--- src/rtl/timer_pkg.sv ---
// Shared types, constants and BCD/7-segment helpers for the multimode timer.
package timer_pkg;

    typedef logic [3:0] bcd_t;

    localparam logic MODE_UP   = 1'b0;
    localparam logic MODE_DOWN = 1'b1;

    localparam logic [2:0] DIG_H1 = 3'd0;
    localparam logic [2:0] DIG_H2 = 3'd1;
    localparam logic [2:0] DIG_M1 = 3'd2;
    localparam logic [2:0] DIG_M2 = 3'd3;
    localparam logic [2:0] DIG_S1 = 3'd4;
    localparam logic [2:0] DIG_S2 = 3'd5;

    // Segment order {a,b,c,d,e,f,g}, active-high.
    function automatic logic [6:0] seg7(input bcd_t d);
        case (d)
            4'd0:    return 7'b1111110;
            4'd1:    return 7'b0110000;
            4'd2:    return 7'b1101101;
            4'd3:    return 7'b1111001;
            4'd4:    return 7'b0110011;
            4'd5:    return 7'b1011011;
            4'd6:    return 7'b1011111;
            4'd7:    return 7'b1110000;
            4'd8:    return 7'b1111111;
            4'd9:    return 7'b1111011;
            default: return 7'b0000000;
        endcase
    endfunction

    // Two-digit BCD step; bit 8 of the result is the carry/borrow into the next pair.
    function automatic logic [8:0] bcd_inc(input logic [7:0] v, input logic [7:0] last);
        if (v == last) return 9'h100;
        if (v[3:0] == 4'd9) return {1'b0, v[7:4] + 4'd1, 4'd0};
        return {1'b0, v[7:4], v[3:0] + 4'd1};
    endfunction

    function automatic logic [8:0] bcd_dec(input logic [7:0] v, input logic [7:0] last);
        if (v == 8'h00) return {1'b1, last};
        if (v[3:0] == 4'd0) return {1'b0, v[7:4] - 4'd1, 4'd9};
        return {1'b0, v[7:4], v[3:0] - 4'd1};
    endfunction

endpackage

--- src/rtl/tick_gen.sv ---
// Free-running divider producing a one-cycle enable every DIV clocks.
module tick_gen #(
    parameter int unsigned DIV = 10
) (
    input  logic clk_i,
    input  logic rst_i,
    output logic tick_o
);

    localparam int unsigned W = (DIV > 1) ? $clog2(DIV) : 1;

    logic [W-1:0] cnt_q, cnt_d;

    always_comb begin
        tick_o = (cnt_q == W'(DIV - 1));
        cnt_d  = tick_o ? '0 : cnt_q + 1'b1;
    end

    always_ff @(posedge clk_i) begin
        if (rst_i) cnt_q <= '0;
        else       cnt_q <= cnt_d;
    end

endmodule

--- src/rtl/multimode_timer_scan.sv ---
// BCD H:M:S up/down timer with preset load, lap freeze, countdown expiry and
// a multiplexed 7-segment display driver, all on one clock via enables.
module multimode_timer_scan
    import timer_pkg::*;
#(
    parameter int unsigned CLK_HZ     = 10_000_000,
    parameter int unsigned SCAN_HZ    = 1000,
    parameter int unsigned FAST_DIV   = 100,
    parameter int unsigned HOUR_MODE  = 24,
    parameter int unsigned NUM_DIGITS = 6,
    parameter int unsigned SEG_INV    = 0
) (
    input  logic        MHz,
    input  logic        Reset,
    input  logic        Enable,
    input  logic        Speed,
    input  logic        Mode,
    input  logic        Load,
    input  logic [23:0] LdVal,
    input  logic        Lap,
    output logic        Expired,
    output logic        LoadErr,
    output logic [2:0]  DE,
    output logic [6:0]  seg
);

    localparam logic [7:0] H_LAST   = 8'(((HOUR_MODE - 1) / 10) * 16 + (HOUR_MODE - 1) % 10);
    localparam logic [6:0] SEG_MASK = (SEG_INV != 0) ? 7'h7F : 7'h00;
    localparam logic [2:0] DE_LAST  = 3'(NUM_DIGITS - 1);
    // A 4-digit display starts at M1, so DE is offset into the H1..S2 digit order.
    localparam logic [2:0] DIG_OFS  = 3'(6 - NUM_DIGITS);

    logic sec_tk, fast_tk, scan_tk, cnt_tk;

    tick_gen #(.DIV(CLK_HZ)) u_sec_tick (
        .clk_i  (MHz),
        .rst_i  (Reset),
        .tick_o (sec_tk)
    );

    tick_gen #(.DIV(CLK_HZ / FAST_DIV)) u_fast_tick (
        .clk_i  (MHz),
        .rst_i  (Reset),
        .tick_o (fast_tk)
    );

    tick_gen #(.DIV(CLK_HZ / SCAN_HZ)) u_scan_tick (
        .clk_i  (MHz),
        .rst_i  (Reset),
        .tick_o (scan_tk)
    );

    assign cnt_tk = Speed ? sec_tk : fast_tk;

    logic [23:0] dig_q, dig_d, snap_q, snap_d, disp;
    logic        lap_q, lap_d, expired_q, expired_d, load_err_q, load_err_d;
    logic [2:0]  de_q, de_d, dig_idx;
    logic [6:0]  seg_q, seg_d;
    bcd_t        cur;
    logic [8:0]  s_up, m_up, h_up, s_dn, m_dn, h_dn;
    logic        nib_ok, ld_ok;

    assign s_up = bcd_inc(dig_q[7:0], 8'h59);
    assign m_up = bcd_inc(dig_q[15:8], 8'h59);
    assign h_up = bcd_inc(dig_q[23:16], H_LAST);
    assign s_dn = bcd_dec(dig_q[7:0], 8'h59);
    assign m_dn = bcd_dec(dig_q[15:8], 8'h59);
    assign h_dn = bcd_dec(dig_q[23:16], H_LAST);

    always_comb begin
        nib_ok = 1'b1;
        for (int i = 0; i < 6; i++) begin
            if (LdVal[4*i +: 4] > 4'd9) nib_ok = 1'b0;
        end
    end

    // With every nibble <= 9, plain binary compare orders BCD pairs correctly.
    assign ld_ok = nib_ok && (LdVal[7:0] <= 8'h59) && (LdVal[15:8] <= 8'h59) &&
                   (LdVal[23:16] <= H_LAST);

    always_comb begin
        dig_d      = dig_q;
        expired_d  = 1'b0;
        load_err_d = 1'b0;
        if (Load) begin
            if (ld_ok) dig_d = LdVal;
            else       load_err_d = 1'b1;
        end else if (cnt_tk && !Enable) begin
            if (Mode == MODE_UP) begin
                dig_d[7:0] = s_up[7:0];
                if (s_up[8])              dig_d[15:8]  = m_up[7:0];
                if (s_up[8] && m_up[8])   dig_d[23:16] = h_up[7:0];
            end else if (dig_q != 24'h000000) begin
                dig_d[7:0] = s_dn[7:0];
                if (s_dn[8])              dig_d[15:8]  = m_dn[7:0];
                if (s_dn[8] && m_dn[8])   dig_d[23:16] = h_dn[7:0];
                expired_d = (dig_q == 24'h000001);
            end
        end
    end

    // Snapshot shows only once captured; on the rising cycle live digits equal it anyway.
    always_comb begin
        lap_d  = Lap;
        snap_d = (Lap && !lap_q) ? dig_q : snap_q;
        disp   = (Lap && lap_q) ? snap_q : dig_q;
        de_d   = de_q;
        if (scan_tk) de_d = (de_q == DE_LAST) ? 3'd0 : de_q + 3'd1;
        dig_idx = de_d + DIG_OFS;
        case (dig_idx)
            DIG_H1:  cur = disp[23:20];
            DIG_H2:  cur = disp[19:16];
            DIG_M1:  cur = disp[15:12];
            DIG_M2:  cur = disp[11:8];
            DIG_S1:  cur = disp[7:4];
            DIG_S2:  cur = disp[3:0];
            default: cur = 4'd0;
        endcase
        seg_d = seg7(cur) ^ SEG_MASK;
    end

    always_ff @(posedge MHz) begin
        if (Reset) begin
            dig_q      <= '0;
            snap_q     <= '0;
            lap_q      <= 1'b0;
            de_q       <= 3'd0;
            seg_q      <= 7'b1111110 ^ SEG_MASK;
            expired_q  <= 1'b0;
            load_err_q <= 1'b0;
        end else begin
            dig_q      <= dig_d;
            snap_q     <= snap_d;
            lap_q      <= lap_d;
            de_q       <= de_d;
            seg_q      <= seg_d;
            expired_q  <= expired_d;
            load_err_q <= load_err_d;
        end
    end

    assign Expired = expired_q;
    assign LoadErr = load_err_q;
    assign DE      = de_q;
    assign seg     = seg_q;

endmodule

--- config.mk ---
export PLATFORM = sky130hd
export DESIGN_NAME = multimode_timer_scan
export DESIGN_NICKNAME = d
export VERILOG_FILES = /design/src/rtl/timer_pkg.sv /design/src/rtl/tick_gen.sv /design/src/rtl/multimode_timer_scan.sv
export SDC_FILE = /design/constraint.sdc
export NUM_CORES = 1
export LEC_CHECK = 0
export CORE_MARGIN = 1
export CORE_UTILIZATION = 65
export CTS_CLUSTER_DIAMETER = 150
export DETAILED_ROUTE_END_ITERATION = 8
export PLACE_DENSITY = 0.95
export SLEW_MARGIN = 15
export SYNTH_ARGS = -nofsm -noshare
export SYNTH_HDL_FRONTEND = slang
export SYNTH_SLANG_ARGS = --single-unit
--- constraint.sdc ---
create_clock -name MHz -period 5.2 [get_ports MHz]
set_input_delay 1.3 -clock MHz [delete_from_list [all_inputs] [get_ports MHz]]
set_output_delay 1.3 -clock MHz [all_outputs]
set_load 0.02 [all_outputs]
; Word-level counts from Yosys, hierarchy flattened
; Memory sizes are Yosys's and may differ from the RTL's. A register that Yosys moved wholly into a read port is not among the register bits.
; Cells that the tools add are included.
[classes]
addsub = 16
order_cmp = 9
eq_ne = 23
mux = 63
n_bitwise = 4
reduce_logical = 35
[op_table]
columns = cell, n
row1 = two-way mux 24 bit, 6
row2 = two-way mux 9 bit, 16
row3 = two-way mux 8 bit, 12
row4 = two-way mux 1 bit, 26
row5 = "adder 24 x 1 -> 24 bit, second input constant", 1
row6 = "adder 4 x 1 -> 4 bit, second input constant", 6
row7 = "equality test 24 x 1 -> 1 bit, second input constant", 1
row8 = "equality test 24 bit, second input constant", 1
row9 = "> comparator 4 bit, second input constant", 6
row10 = logical NOT 8 bit, 3
row11 = case mux 4 bit (6 select lines), 1
row12 = nonzero test 24 bit, 1
row13 = "subtractor 4 x 1 -> 4 bit, second input constant", 6
row14 = "adder 17 x 1 -> 17 bit, second input constant", 1
row15 = "equality test 17 bit, second input constant", 1
row16 = "equality test 8 x 7 -> 1 bit, second input constant", 2
row17 = "<= comparator 8 x 7 -> 1 bit, second input constant", 2
row18 = AND reduction 5 bit, 3
row19 = "adder 14 x 1 -> 14 bit, second input constant", 1
row20 = "equality test 14 bit, second input constant", 1
row21 = AND reduction 7 bit, 2
row22 = "equality test 4 bit, second input constant", 3
row23 = logical NOT 4 bit, 3
row24 = "inequality test 4 x 1 -> 1 bit, second input constant", 3
row25 = 19 further kinds, 42
[totals]
ff_bits = 109
romBits = 112
out_inout_bits = 12
n_memories = 1
[mem_list]
columns = memory, words, width, rd, rd_clocked_by_memory_dff, wr, line_no
row1 = (no name shown), 16, 7, 1, 1, 0, timer_pkg.sv:18  ; case (d)

; Logic depth before layout (Yosys ltp)
; Gate-level depths: netlist (run 1).
[depth]
word_depth = 12
ltp_mapped = 14
depth_no_buf = 11

; Cells and area by module
; From an unflattened synthesis (run 1), not the netlist that was laid out.
[hier_totals]
cells_unflattened = 875
hier_area_um2 = 6954.2
[by_module_without_submodules]
columns = module, instances, cells_each, area_per_inst_um2, seq_area_each_um2
row1 = multimode_timer_scan, 1, 584, 4443.0, 1221.2
row2 = tick_gen at u_sec_tick, 1, 133, 1103.6, 480.5
row3 = tick_gen at u_fast_tick, 1, 88, 797.0, 340.3
row4 = tick_gen at u_scan_tick, 1, 70, 610.6, 280.3

; Least setup slack after synthesis (run 1)
; Ideal clock, no wire load.
[synth_path]
path_type = input -> register
from = in Lap
to = reg seg_q[0] (netlist: seg[0])
setup_ns = 0.079
arrival_ns = 3.664
t_required_ns = 5.121
path_slack_ns = 1.456
stages = 11
path_cell_list = clkbuf_1 and2_1 clkbuf_1 buf_2 mux4_2 a222oi_1 o21ba_2 inv_1 ha_1 mux2_4 a211oi_2
[synth_between]
elab_chain_len = 3
[synth_rtl]
columns = item, line_no
row1 = from (decl), multimode_timer_scan.sv:20  ; input logic Lap,
row2 = logical AND 1 bit, multimode_timer_scan.sv:106  ; disp = (Lap && lap_q) ? snap_q : dig_q;
row3 = two-way mux 24 bit, multimode_timer_scan.sv:106
row4 = case mux 4 bit (6 select lines), multimode_timer_scan.sv:110  ; case (dig_idx)
row5 = to (decl), multimode_timer_scan.sv:58  ; logic [6:0] seg_q, seg_d;
; Every way passes these cells.
; A chain may end at the register's enable or synchronous reset.

; Final worst setup path (run 1)
; Same ends and word-level chain as after synthesis.

==> flow_summary.toml, run 1 <==
[logic_synthesis]
yosysTopAreaCell = "dfxtp_1"
ys_seq_area_frac = 0.342
synth_edf_count = 0
ys_types = 72
yosysMostFrequentCell = "nand2_1"
ys_ff_latch = 116
synthCells = 855
async_flop_share = 0
syn_area_per_cell_um2 = 7.94
synth.top_cells.by_area = "dfxtp_1, nand2_1, ha_1"
netlist_top_cells_count = "nand2_1, dfxtp_1, nor2_1, a21oi_1, clkbuf_1"
ys.flop_type = "dfxtp_1"
syn_area_um2 = 6790
yosys_warnings = 0
syn_nets = 918
synth_top_area_frac = 0.342

[global_routing]
grt.overflow.total = 0
first_global_vias = 6162
grt_pass1_wl_um = 28200
grt_max_degree = 61
antenna_found_initial = 0
gr-usage-all-layers = 0.324

[power]
switchingPower_uw = 472
p_sw_frac = 0.215
clockPowerShare = 0.536
powerDensity_nw_per_um2 = 280
vdd_drop_max_v = 0.000256
p_comb_frac = 0.051
sequentialPowerShare = 0.413
p_int_mw = 1.72
p_leak_nw = 2.88

[detailed_routing]
drc = 0
vias_per_cell = 6.24
drtIter0Drc = 525
firstDrtPassIters = 7
via_count = 6340
antenna_left = 0
finalWirelength_um = 16700
avgRoutedWirePerCell_um = 16.5

[placement]
pre_cts_slack_ps = 876
place_hpwl_um = 11300
portBuffers = 42
dpl_cell_area_um2 = 7210
gp_congestion = 0.969

[timing]
finalHoldViolCount = 0
fin_setup_tns_ps = 0
finalMaxSlewViolations = 0
clock_skew_ps = 5.28
setup_slack_ps = 1390
period_share = 0.733
post-route-min-period_ps = 3810
rsz0062_at_grt = "false"
tightestPinTransition_ps = 913
fmax_mhz = 263
relSlewSlack = 0.391
setup_viol_count_final = 0

[clock_network]
tritoncts = "yes"
cts-root-buf = "clkbuf_8"
clk_latency_ps = 530
cts_buffers = 17
cts_buffer_depth = 2
clock-sinks = 116
ctsResizeCount = 0
hold_buffers = 0
path_clk_slew_ps = 50
post_cts_buffers = 0
cts_max_level = 4

[layout]
multiInputGateArea_um2 = 4170
regArea_um2 = 2320
nets = 933
fillCellCount = 690
area_growth_pct = 15.0
antenna_cells = 0
fin_area_um2 = 7810
drive_gt1_frac = 0.0668

[die]
dieArea_um2 = 10900
rows = 36
io_pins = 43
start_util = 0.682
die_w_um = 104
die_h_um = 104
core_um2 = 9950

[critical_path]
worstPathArrival_ps = 4260
worstSetupPathType = "in2reg"
cp.required_ps = 5650
cpPeakStageDelay_ps = 610
critPathMaxFanout = 13
ff2ff_setup_slack_ps = 1930
path_cells = "clkdlybuf4s50_1 > and2_1 > mux4_2 > a222oi_1 > o21ba_2 > inv_1 > ha_1 > mux2_4 > a211oi_2"
critPathCaptureType = "register"
cp-start-kind = "input pin"
slowest_stage = "clkdlybuf4s50_1"

[job]
cap_violations = 0

[outcome]
status = "complete, no violations"

[min_path]
hp-class = "reg2reg"
[cell usage in the layout (no fill, tap or decap), types with 15 or more instances in the layout]
cell type,count
and3_1,15
nand2_1,121
mux2i_1,23
dfxtp_1,116
nor3_1,20
a21oi_1,51
inv_1,22
xor2_1,33
nand3_1,37
xnor2_1,19
nor2_1,102
ha_1,32
clkdlybuf4s50_1,41
o21ai_0,34
clkbuf_16,16
nor3b_1,17
[layer usage]
| metal | vias up | global-route usage | part of all wire |
|---|---|---|---|
| li1 | 3044 | - | - |
| met4 | 0 | 0.196 | 0.043 |
| met3 | 62 | 0.0752 | 0.058 |
| met5 | - | 0 | 0 |
| met2 | 269 | 0.552 | 0.49 |
| met1 | 2965 | 0.368 | 0.41 |
[per-stage QoR]
stage,instances,util,power [mW],hold slack [ps]
after floorplan,855,-,0.985,413
after global placement,984,0.724,1.03,424
after detailed placement,984,0.724,1.03,445
after CTS,1016,0.784,2.20,454
after global routing,1016,0.784,2.25,483
final,1016,0.784,2.19,458
[area by class of cell]
type                            count  area share
Sequential cell                   116       0.297
Clock buffer                       22      0.0606
Tap cell                          133      0.0213
Multi-Input combinational cell    663       0.534
Timing Repair Buffer               48      0.0590
Clock inverter                     10      0.0163
Inverter                           24      0.0115
[registers in the layout, indices dropped and copies added, names as in the netlist, 3 cells and up]
name / count
DE: 3
u_sec_tick.cnt_q: 24
dig_q: 24
seg: 7
u_fast_tick.cnt_q: 17
u_scan_tick.cnt_q: 14
snap_q: 24
[final timing paths]
path	start	endpoint	cells past startpoint
setup / recovery	Lap	seg[0]	9
hold / removal	snap_q[16]	snap_q[16]	2
hold reg to reg	snap_q[16]	snap_q[16]	2
setup reg to reg	u_scan_tick.cnt_q[7]	seg[0]	9
[kinds of logic after synthesis]
logic type	synth area share
xor gates and xnor gates	0.0671
muxes	0.0494
buffers and inverters	0.0442
adders and majority gates	0.0590
DFF	0.342
and+or+nand+nor	0.279
AOI/OAI and AO/OA	0.160
[power by group through the flow]
| stage | Sequential [mW] | Clock, mW | Combinational [mW] |
|---|---|---|---|
| 2_1_floorplan | 0.921 | 0 | 0.0642 |
| 3_3_place_gp | 0.922 | 0 | 0.108 |
| 3_5_place_dp | 0.922 | 0 | 0.109 |
| 4_1_cts | 0.904 | 1.18 | 0.110 |
| 5_1_grt | 0.905 | 1.23 | 0.121 |
| 6_report | 0.904 | 1.17 | 0.112 |
[critical path, delay by kind of cell]
family,cells,cell delay [ps]
AOI/OAI and AO/OA,3,820
buffers and inverters,2,690
adders and majority gates,1,210
muxes,2,690
and+or+nand+nor,1,550
Power figures use the tool's default switching activity.
==> run 2: changes to the inputs <==
--- a/config.mk
+++ b/config.mk
@@ -6,10 +6,10 @@
 export NUM_CORES = 1
 export LEC_CHECK = 0
 export CORE_MARGIN = 1
-export CORE_UTILIZATION = 65
+export CORE_UTILIZATION = 54
 export CTS_CLUSTER_DIAMETER = 150
 export DETAILED_ROUTE_END_ITERATION = 8
-export PLACE_DENSITY = 0.95
+export PLACE_DENSITY = 0.88
 export SLEW_MARGIN = 15
 export SYNTH_ARGS = -nofsm -noshare
 export SYNTH_HDL_FRONTEND = slang
==> constraint.sdc (replaced) <==
create_clock -name MHz -period 3.1 [get_ports MHz]
set_input_delay 0.775 -clock MHz [delete_from_list [all_inputs] [get_ports MHz]]
set_output_delay 0.775 -clock MHz [all_outputs]
set_load 0.02 [all_outputs]
==> run 2 against run 1 <==
  * Largest power group unchanged
  * Cell count grew 7.4%
  * Global-route usage decreased by 4.0 points
  * Die area increased by 20%
  * Critical path type is now reg2reg
  * Combinational power rose by 83%
  * Non-clock buffer count increased by 42
==> flow_summary.toml, run 2 (synthesis gave the netlist of run 1 again) <==
[die]
core_um2 = 12100
dieArea_um2 = 13000
rows = 40
start_util = 0.561
die_w_um = 114
die_h_um = 114
io_pins = 43

[power]
powerDensity_nw_per_um2 = 439
p_int_mw = 2.81
p_sw_frac = 0.215
vdd_drop_max_v = 0.000431
clockPowerShare = 0.519
sequentialPowerShare = 0.424
switchingPower_uw = 771
p_leak_nw = 3.07
p_comb_frac = 0.057

[critical_path]
cpPeakStageDelay_ps = 630
cp.required_ps = 3390
critical_path.top_delay_family = "simple AND/OR/NAND/NOR gates"
critPathCaptureType = "register"
path_cells = "or4b_4 > or4_4 > nand2_8 > a221oi_2 > or3_1 > buf_4 > ha_1 > a31oi_1 > o21ai_0"
cp-start-kind = "register"
worstPathArrival_ps = 3290
worstSetupPathType = "reg2reg"
slowest_stage = "or4_4"
worst-path-buf-inv = 1
critPathMaxFanout = 9

[global_routing]
grt.overflow.total = 0
grt_pass1_wl_um = 29300
grt_max_degree = 53
gr-usage-all-layers = 0.284
first_global_vias = 6338
antenna_found_initial = 0

[detailed_routing]
drc = 0
via_count = 6564
avgRoutedWirePerCell_um = 16.1
antenna_left = 0
vias_per_cell = 6.02
drtIter0Drc = 750
finalWirelength_um = 17600
firstDrtPassIters = 6

[job]
cap_violations = 0

[layout]
mostFrequentLayoutCells = "nand2_1, dfxtp_1, nor2_1, a21oi_1, buf_4"
antenna_cells = 0
drive_gt1_frac = 0.106
final_common_cell = "nand2_1"
reg_top3 = "dig_q: 24 flops, snap_q: 24 flops, u_sec_tick.cnt_q: 24 flops"
area_growth_pct = 19.9
fin_area_um2 = 8150
nets = 975

[timing]
tightestPinTransition_ps = 594
finalMaxSlewViolations = 0
period_share = 0.969
finalHoldViolCount = 0
fmax_mhz = 333
setup_viol_count_final = 0
post-route-min-period_ps = 3000
setup_slack_ps = 96.2
rsz0062_at_grt = "false"
hold_ws_ps = 453
clock_skew_ps = 10.8
relSlewSlack = 0.604

[placement]
portBuffers = 42
gp_congestion = 0.944
dpl_cell_area_um2 = 7580
pre_cts_slack_ps = -266
place_hpwl_um = 12100

[clock_network]
post_cts_buffers = 0
cts-root-buf = "clkbuf_16"
cts_buffers = 17
clk_latency_ps = 420
hold_buffers = 0
ctsResizeCount = 0
clock-sinks = 116
path_clk_slew_ps = 50
tritoncts = "yes"
cts_max_level = 4
cts_buffer_depth = 2

[min_path]
hp-class = "reg2reg"

[outcome]
status = "complete, no violations"
-- run 2: changes by cell type in the layout (fill, tap and decap cells not counted), moves of 2 or more --
| cell | delta |
|---|---|
| buf_4 | +41 |
| bufinv_16 | -2 |
| clkbuf_1 | +2 |
| clkinv_2 | -3 |
-- run 2: area by class of cell --
class,count,area (µm²)
Multi-Input combinational cell,663,4170
Sequential cell,116,2320
Clock inverter,4,45.0
Tap cell,168,210
Clock buffer,26,519
Inverter,24,90.1
Fill cell,963,3970
Timing Repair Buffer,90,788
-- run 2: power by group through the flow --
stage	clock network (mW)	logic, mW	registers [mW]
final	1.86	0.205	1.52
after global routing	1.95	0.220	1.52
after global placement	0	0.197	1.55
after detailed placement	0	0.199	1.55
after CTS	1.88	0.201	1.52
after floorplan	0	0.108	1.55
-- run 2: worst min-delay path: cells and delay by family (launching register included) --
kind / cells / cell delay, ps
compound gates: 1 / 50
flops: 1 / 300
simple gates: 1 / 50
-- run 2: path summary, 6_finish.rpt --
| path | startpoint | to | slack [ps] | cells after the start |
|---|---|---|---|---|
| hold reg to reg | snap_q[11] | snap_q[11] | 450 | 2 |
| setup / recovery | u_scan_tick.cnt_q[7] | seg[2] | 100 | 9 |
| setup reg to reg | u_scan_tick.cnt_q[7] | seg[2] | 100 | 9 |
| hold / removal | snap_q[11] | snap_q[11] | 450 | 2 |
-- run 2: per-stage QoR --
step	total power [mW]	util	std cells	setup TNS, ps
floorplan	1.65	-	855	0
detailed placement	1.75	0.626	1061	-1480
global route	3.69	0.673	1091	0
global placement	1.74	0.626	1061	-1030
CTS	3.60	0.672	1091	0
finish	3.58	0.673	1091	0
-- run 2: metal layers --
metal | track usage | vias to the layer above | part of all wire
li1 | - | 3137 | -
met1 | 0.339 | 3081 | 0.42
met2 | 0.464 | 289 | 0.48
met3 | 0.0715 | 57 | 0.071
met4 | 0.165 | 0 | 0.030
met5 | 0 | - | 0
